--- config.mk ---
export PLATFORM = sky130hd
export DESIGN_NAME = cache_set_controller
export DESIGN_NICKNAME = d
export VERILOG_FILES = /design/src/rtl/cache_set_controller.sv
export SDC_FILE = /design/constraint.sdc
export NUM_CORES = 1
export LEC_CHECK = 0
export ABC_AREA = 1
export CELL_PAD_IN_SITES_DETAIL_PLACEMENT = 1
export CELL_PAD_IN_SITES_GLOBAL_PLACEMENT = 1
export CORE_AREA = 2 2 223 225
export CTS_BUF_LIST = sky130_fd_sc_hd__clkbuf_8
export CTS_CLUSTER_SIZE = 12
export DETAILED_ROUTE_END_ITERATION = 8
export DIE_AREA = 0 0 225 227
export DONT_BUFFER_PORTS = 1
export PLACE_DENSITY_LB_ADDON = 0.3
export SETUP_SLACK_MARGIN = 0.1
export SLEW_MARGIN = 20
export SYNTH_ARGS = -nofsm -noshare
export SYNTH_HDL_FRONTEND = slang
export SYNTH_SLANG_ARGS = --single-unit
--- constraint.sdc ---
create_clock -name clk -period 2.5 [get_ports clk]
set_input_delay 0.25 -clock clk [delete_from_list [all_inputs] [get_ports clk]]
set_output_delay 0.25 -clock clk [all_outputs]
set_load 0.02 [all_outputs]
--- src/rtl/cache_set_controller.sv ---
// Cache set controller: tag lookup, victim choice, write-back,
// refill and allocate for one NUM_WAYS-way set.
module cache_set_controller #(
  parameter int COUNTER_WIDTH = 8,
  parameter int NUM_WAYS      = 4,
  parameter int DATA_WIDTH    = 32,
  parameter int BLOCK_SIZE    = 32,
  parameter int ADDRESS_WIDTH = 32
) (
  input  logic clk,
  input  logic rst_n,
  input  logic reqValid,
  output logic reqReady,
  input  logic reqWrite,
  input  logic [ADDRESS_WIDTH-1:0] reqAddr,
  input  logic [DATA_WIDTH-1:0] reqWData,
  output logic respValid,
  input  logic respReady,
  output logic [DATA_WIDTH-1:0] respRData,
  output logic respHit,
  output logic errMultiHit,
  input  logic [NUM_WAYS*(ADDRESS_WIDTH-$clog2(BLOCK_SIZE))-1:0] wayTag,
  input  logic [NUM_WAYS-1:0] wayValid,
  input  logic [NUM_WAYS-1:0] wayDirty,
  input  logic [NUM_WAYS-1:0] wayExpired,
  input  logic [NUM_WAYS*COUNTER_WIDTH-1:0] wayAge,
  input  logic [NUM_WAYS*DATA_WIDTH-1:0] wayDataOut,
  output logic [NUM_WAYS-1:0] wayWEn,
  output logic [NUM_WAYS-1:0] wayAllocate,
  output logic [NUM_WAYS-1:0] wayAccessed,
  output logic [DATA_WIDTH-1:0] wayDataIn,
  output logic [ADDRESS_WIDTH-1:0] wayAddress,
  output logic [COUNTER_WIDTH-1:0] accessedWayAge,
  output logic memReqValid,
  input  logic memReqReady,
  output logic memReqWrite,
  output logic [ADDRESS_WIDTH-1:0] memReqAddr,
  output logic [DATA_WIDTH-1:0] memReqWData,
  input  logic memRespValid,
  input  logic [DATA_WIDTH-1:0] memRespRData
);
  localparam int OW = $clog2(BLOCK_SIZE);
  localparam int TW = ADDRESS_WIDTH - OW;
  localparam int IW = $clog2(NUM_WAYS);
  localparam int CW = COUNTER_WIDTH;
  localparam int DW = DATA_WIDTH;

  localparam logic [2:0] IDLE      = 3'd0;
  localparam logic [2:0] LOOKUP    = 3'd1;
  localparam logic [2:0] WB        = 3'd2;
  localparam logic [2:0] FILL      = 3'd3;
  localparam logic [2:0] FILL_WAIT = 3'd4;
  localparam logic [2:0] ALLOC     = 3'd5;
  localparam logic [2:0] RESP      = 3'd6;

  localparam logic [NUM_WAYS-1:0] ONE = NUM_WAYS'(1);

  logic [2:0] state;
  logic wr_q;
  logic [ADDRESS_WIDTH-1:0] addr_q;
  logic [DW-1:0] wdata_q;
  logic [DW-1:0] fill_q;
  logic [DW-1:0] rdata_q;
  logic hit_q;
  logic [IW-1:0] vic_q;

  logic [TW-1:0] tag_q;
  logic [NUM_WAYS-1:0] hitv;
  logic hitany;
  logic multi;
  logic [IW-1:0] hidx;
  logic [IW-1:0] vidx;
  logic [IW-1:0] sel;
  logic [CW-1:0] sel_age;
  logic [DW-1:0] sel_data;
  logic [TW-1:0] sel_tag;

  assign tag_q = addr_q[ADDRESS_WIDTH-1:OW];

  // Parallel tag compare; lowest matching way wins.
  always_comb begin
    hitv = '0;
    hidx = '0;
    for (int i = 0; i < NUM_WAYS; i++)
      hitv[i] = wayValid[i] &&
                (wayTag[i*TW +: TW] == tag_q);
    for (int i = NUM_WAYS - 1; i >= 0; i--)
      if (hitv[i]) hidx = IW'(i);
    hitany = |hitv;
    multi  = (hitv & (hitv - ONE)) != '0;
  end

  // Victim: first invalid, else first expired, else oldest.
  always_comb begin
    logic inv_f;
    logic exp_f;
    logic [IW-1:0] inv_i;
    logic [IW-1:0] exp_i;
    logic [IW-1:0] age_i;
    logic [CW-1:0] best;
    inv_f = 1'b0;
    exp_f = 1'b0;
    inv_i = '0;
    exp_i = '0;
    age_i = '0;
    best  = wayAge[CW-1:0];
    for (int i = NUM_WAYS - 1; i >= 0; i--) begin
      if (!wayValid[i]) begin
        inv_f = 1'b1;
        inv_i = IW'(i);
      end
      if (wayExpired[i]) begin
        exp_f = 1'b1;
        exp_i = IW'(i);
      end
    end
    for (int i = 1; i < NUM_WAYS; i++)
      if (wayAge[i*CW +: CW] > best) begin
        best  = wayAge[i*CW +: CW];
        age_i = IW'(i);
      end
    vidx = inv_f ? inv_i : (exp_f ? exp_i : age_i);
  end

  // Fields of the way being touched this cycle.
  always_comb begin
    sel      = (state == LOOKUP) ? hidx : vic_q;
    sel_age  = wayAge[sel*CW +: CW];
    sel_data = wayDataOut[sel*DW +: DW];
    sel_tag  = wayTag[sel*TW +: TW];
  end

  // Per-state output decode.
  always_comb begin
    reqReady       = 1'b0;
    respValid      = 1'b0;
    errMultiHit    = 1'b0;
    wayWEn         = '0;
    wayAllocate    = '0;
    wayAccessed    = '0;
    wayDataIn      = '0;
    wayAddress     = '0;
    accessedWayAge = '0;
    memReqValid    = 1'b0;
    memReqWrite    = 1'b0;
    memReqAddr     = '0;
    memReqWData    = '0;
    unique case (1'b1)
      (state == IDLE): reqReady = rst_n;
      (state == LOOKUP): begin
        if (hitany) begin
          wayAccessed    = ONE << hidx;
          accessedWayAge = sel_age;
          errMultiHit    = multi;
          if (wr_q) begin
            wayWEn    = ONE << hidx;
            wayDataIn = wdata_q;
          end
        end
      end
      (state == WB): begin
        memReqValid = 1'b1;
        memReqWrite = 1'b1;
        memReqAddr  = {sel_tag, OW'(0)};
        memReqWData = sel_data;
      end
      (state == FILL): begin
        memReqValid = 1'b1;
        memReqAddr  = {tag_q, OW'(0)};
      end
      (state == ALLOC): begin
        wayAllocate    = ONE << vic_q;
        wayWEn         = ONE << vic_q;
        wayAccessed    = ONE << vic_q;
        wayAddress     = addr_q;
        accessedWayAge = sel_age;
        wayDataIn      = wr_q ? wdata_q : fill_q;
      end
      (state == RESP): respValid = 1'b1;
      default: ;
    endcase
  end

  assign respRData = rdata_q;
  assign respHit   = hit_q;

  // Request sequencing and captured request/response state.
  always_ff @(posedge clk or negedge rst_n) begin
    if (!rst_n) begin
      state   <= IDLE;
      wr_q    <= 1'b0;
      addr_q  <= '0;
      wdata_q <= '0;
      fill_q  <= '0;
      rdata_q <= '0;
      hit_q   <= 1'b0;
      vic_q   <= '0;
    end else begin
      unique case (1'b1)
        (state == IDLE): begin
          if (reqValid) begin
            wr_q    <= reqWrite;
            addr_q  <= reqAddr;
            wdata_q <= reqWData;
            state   <= LOOKUP;
          end
        end
        (state == LOOKUP): begin
          if (hitany) begin
            rdata_q <= wr_q ? wdata_q : sel_data;
            hit_q   <= 1'b1;
            state   <= RESP;
          end else begin
            vic_q <= vidx;
            hit_q <= 1'b0;
            if (wayValid[vidx] && wayDirty[vidx])
              state <= WB;
            else
              state <= wr_q ? ALLOC : FILL;
          end
        end
        (state == WB):
          if (memReqReady) state <= wr_q ? ALLOC : FILL;
        (state == FILL):
          if (memReqReady) state <= FILL_WAIT;
        (state == FILL_WAIT): begin
          if (memRespValid) begin
            fill_q <= memRespRData;
            state  <= ALLOC;
          end
        end
        (state == ALLOC): begin
          rdata_q <= wayDataIn;
          state   <= RESP;
        end
        (state == RESP):
          if (respReady) state <= IDLE;
        default: state <= IDLE;
      endcase
    end
  end
endmodule

==> metrics.cfg <==
[clocking]
cts_tree=done
htree_levels=4
cts_sinks=135
cts-root-buf=clkbuf_8
cts_max_path_buffers=2
path_clk_slew_ns=0.13
cts-buffers-inserted=17
cts_hold_buffers=101
clk-insertion-delay-late_ns=0.55

[critical_path]
r2r_start=addr_q[28]
cpPeakStageDelay_ns=0.33
cp_common_cell=nand2_1
rr_worst_depth=24
start_kind=primary input
crit-reg2reg-capture=respRData[31]
worst-setup-path-type=in2reg
cp-end-kind=flip-flop
crit_fanout=8
required_ns=2.91
slowest_stage=ha_1
cp.arrival_ns=4.32
r2r_setup_slack_ns=-0.70

[sta]
relSlewSlack=0.456
setup_viol=145
setup_slack_ns=-1.41
fin_worst_skew_ns=0.0424
max_freq_mhz=256
finalCriticalPeriod_ns=3.91
grt_setup_unrepaired=true
holdWs_ns=-0.595
slew_viol_final=0
worstMarginPinSlew_ns=0.809
period_share=1.56
hold_viol=135

[route]
postRouteAntennaNets=0
viasPerCell=5.58
wire_per_inst_um=28.0
drt_iter0_markers=1241
first_pass_iters=8
routed_wl_mm=90.8
via_count=18100
drc=0

[power_and_ir_drop]
ir_drop_v=0.000763
p_leak_nw=11.3
powerDensity_nw_per_um2=1390

[placement]
gp_congestion=1.01
io_buffers=0
post-dp-hpwl_mm=56.8
placedCellCount=2948

[die]
io_pins=569
die-area_um2=51100
die_y_um=227
core_um2=48500
die_x_um=225
start_util=0.256
rows=81

[final_layout]
nNetsFinal=3005
drive_gt1_frac=0.473
syn_to_final_growth_pct=89.8
fin_cells=3241

[min_path]
worstHoldPathType=in2async

[synthesis]
synthesis.area_um2=12400
synth_top_family_by_area=simple AND/OR/NAND/NOR gates
synth-simple-area-share=0.403
synth_seq_area_share=0.272
synth_xor_area_frac=0.0127
synthArstFlopShare=1.00
synth_compound_area_frac=0.114
synth-adder-area-share=0.0242
synth-edff-count=0
synth_mux_area_frac=0.0581
syn_avg_cell_area_um2=6.20
ys_types=45
yosys_warnings=0
synthFlopType=dfrtp_1
ys_ff_latch=135
synthCells=2001

[flow_run]
drv_cap=0

[global_routing]
grtUsageTotal=0.291
overflow=0
antenna_found_initial=7
grt_pass1_wl_mm=110
grt_max_degree=137
grt_pass1_vias=17200

[outcome]
violations=hold timing, setup timing
outcome=complete, but fails checks

==> state kept, by name (all words and copies together), names as in the netlist <==
name	count
vic_q	2
respHit	1
wdata_q	32
addr_q	32
state	3
respRData	32
wr_q	1
fill_q	32
==> worst max path at each step <==
stage                     end  slack, ns  depth (start not counted)       start
4_1_cts        memReqAddr[14]      -1.07                         18  addr_q[14]
3_5_place_dp         state[1]      -1.79                         33   wayAge[2]
6_report             state[1]      -1.41                         32   wayAge[4]
5_1_grt              state[1]      -1.57                         34   wayAge[3]
3_3_place_gp         state[1]      -1.61                         36   wayAge[1]
2_1_floorplan        state[1]      -1.21                         39   wayAge[1]
==> critical path, delay by kind of cell <==
family / cells / cell delay (ns)
AO/OA/AOI/OAI: 5 / 0.54
adder cells (fa/ha/maj): 3 / 0.91
buffers and inverters: 3 / 0.44
AND/OR/NAND/NOR: 21 / 2.17
==> per-layer routing <==
layer	up-vias	global-route usage	routed length [um]
met3	378	0.0707	8830
met1	8889	0.361	33000
met2	1104	0.485	42900
li1	7727	-	-
met5	-	0	16
met4	2	0.116	6030
==> placed cells by master, fill, tap and decap left out, types with 16 or more instances in the layout <==
master / count
buf_4: 319
buf_6: 168
nand2_4: 74
nand3_4: 55
a21oi_1: 46
buf_16: 16
o211ai_1: 39
o21ai_2: 31
nor2_1: 86
nor2_4: 50
nor2_2: 28
o21ai_1: 21
inv_2: 32
nand4_1: 43
buf_12: 59
inv_1: 168
dlygate4sd3_1: 101
nand3_2: 83
mux2_2: 64
a31oi_1: 32
dfrtp_1: 121
clkbuf_16: 16
nand3_1: 94
o21ai_0: 47
nand2_1: 514
nand2_2: 95
clkbuf_8: 18
==> power by group <==
part | internal (mW) | switching, mW | total [mW]
logic | 11.4 | 14.6 | 26.0
clock network | 1.02 | 1.10 | 2.12
registers | 3.29 | 1.28 | 4.57
total | 15.7 | 17.0 | 32.7
==> timing repair <==
item / in CTS / in global routing
setup buffers: 44 / 97
pin swaps: 52 / 242
endpoints found under the setup margin: 147 / 169
gates resized for setup: 193 / 744
gates cloned: 16 / 19
endpoints found under the hold margin: 235 / 135
==> cell families after synthesis <==
family / after synthesis
and+or+nand+nor: 1182
buffers and inverters: 330
AOI/OAI and AO/OA: 247
DFF: 135
muxes: 64
adders and majority gates: 24
xor gates and xnor gates: 18
other: 1
==> synthesized netlist by cell type, types with 2 or more instances <==
| master | n | area (um^2) |
|---|---|---|
| or2_2 | 9 | 56.3 |
| nor4_1 | 5 | 31.3 |
| o22ai_1 | 3 | 18.8 |
| buf_2 | 33 | 165 |
| mux2_2 | 64 | 721 |
| nand2_1 | 679 | 2550 |
| a31oi_1 | 32 | 200 |
| buf_6 | 9 | 101 |
| o21ai_1 | 28 | 140 |
| a21oi_1 | 58 | 290 |
| xor2_1 | 6 | 52.6 |
| and3_1 | 7 | 43.8 |
| o211ai_1 | 39 | 293 |
| nor2_2 | 2 | 12.5 |
| clkinv_1 | 2 | 7.51 |
| ha_1 | 24 | 300 |
| dfrtp_1 | 135 | 3380 |
| inv_2 | 33 | 124 |
| nor3_1 | 22 | 110 |
| o21ai_0 | 76 | 380 |
| xnor2_1 | 12 | 105 |
| nor2_1 | 160 | 601 |
| or2_1 | 10 | 62.6 |
| or2_0 | 2 | 12.5 |
| o21a_1 | 2 | 15.0 |
| buf_1 | 7 | 26.3 |
| nor2_4 | 2 | 22.5 |
| nand3_1 | 231 | 1160 |
| buf_4 | 23 | 173 |
| nand2_2 | 6 | 37.5 |
| a21o_1 | 2 | 15.0 |
| a21boi_0 | 2 | 15.0 |
| clkbuf_1 | 43 | 161 |
| nand4_1 | 43 | 269 |
| inv_1 | 180 | 676 |
==> cell type report <==
type	instances	area, um^2
Sequential cell	135	3400
Inverter	215	905
Timing Repair inverter	1	7.51
Antenna cell	8	20.0
Fill cell	5736	25000
Clock buffer	18	248
Tap cell	622	778
Multi-Input combinational cell	1543	10600
Timing Repair Buffer	685	7410
Clock inverter	14	173
==> per-stage QoR <==
| stage | power (mW) | setup slack [ns] | setup TNS, ns | area, um^2 | util |
|---|---|---|---|---|---|
| 3_3_place_gp | 19.9 | -1.61 | -57.68 | 16400 | 0.339 |
| 3_5_place_dp | 20.3 | -1.79 | -64.38 | 16400 | 0.339 |
| 5_1_grt | 34.2 | -1.57 | -154.39 | 23600 | 0.485 |
| 6_report | 32.7 | -1.41 | -132.99 | 23600 | 0.485 |
| 4_1_cts | 25.4 | -1.07 | -116.39 | 19400 | 0.400 |
| 2_1_floorplan | 13.0 | -1.21 | -5.37 | 12600 | - |
Note: power is estimated with default switching activity, not from simulation.
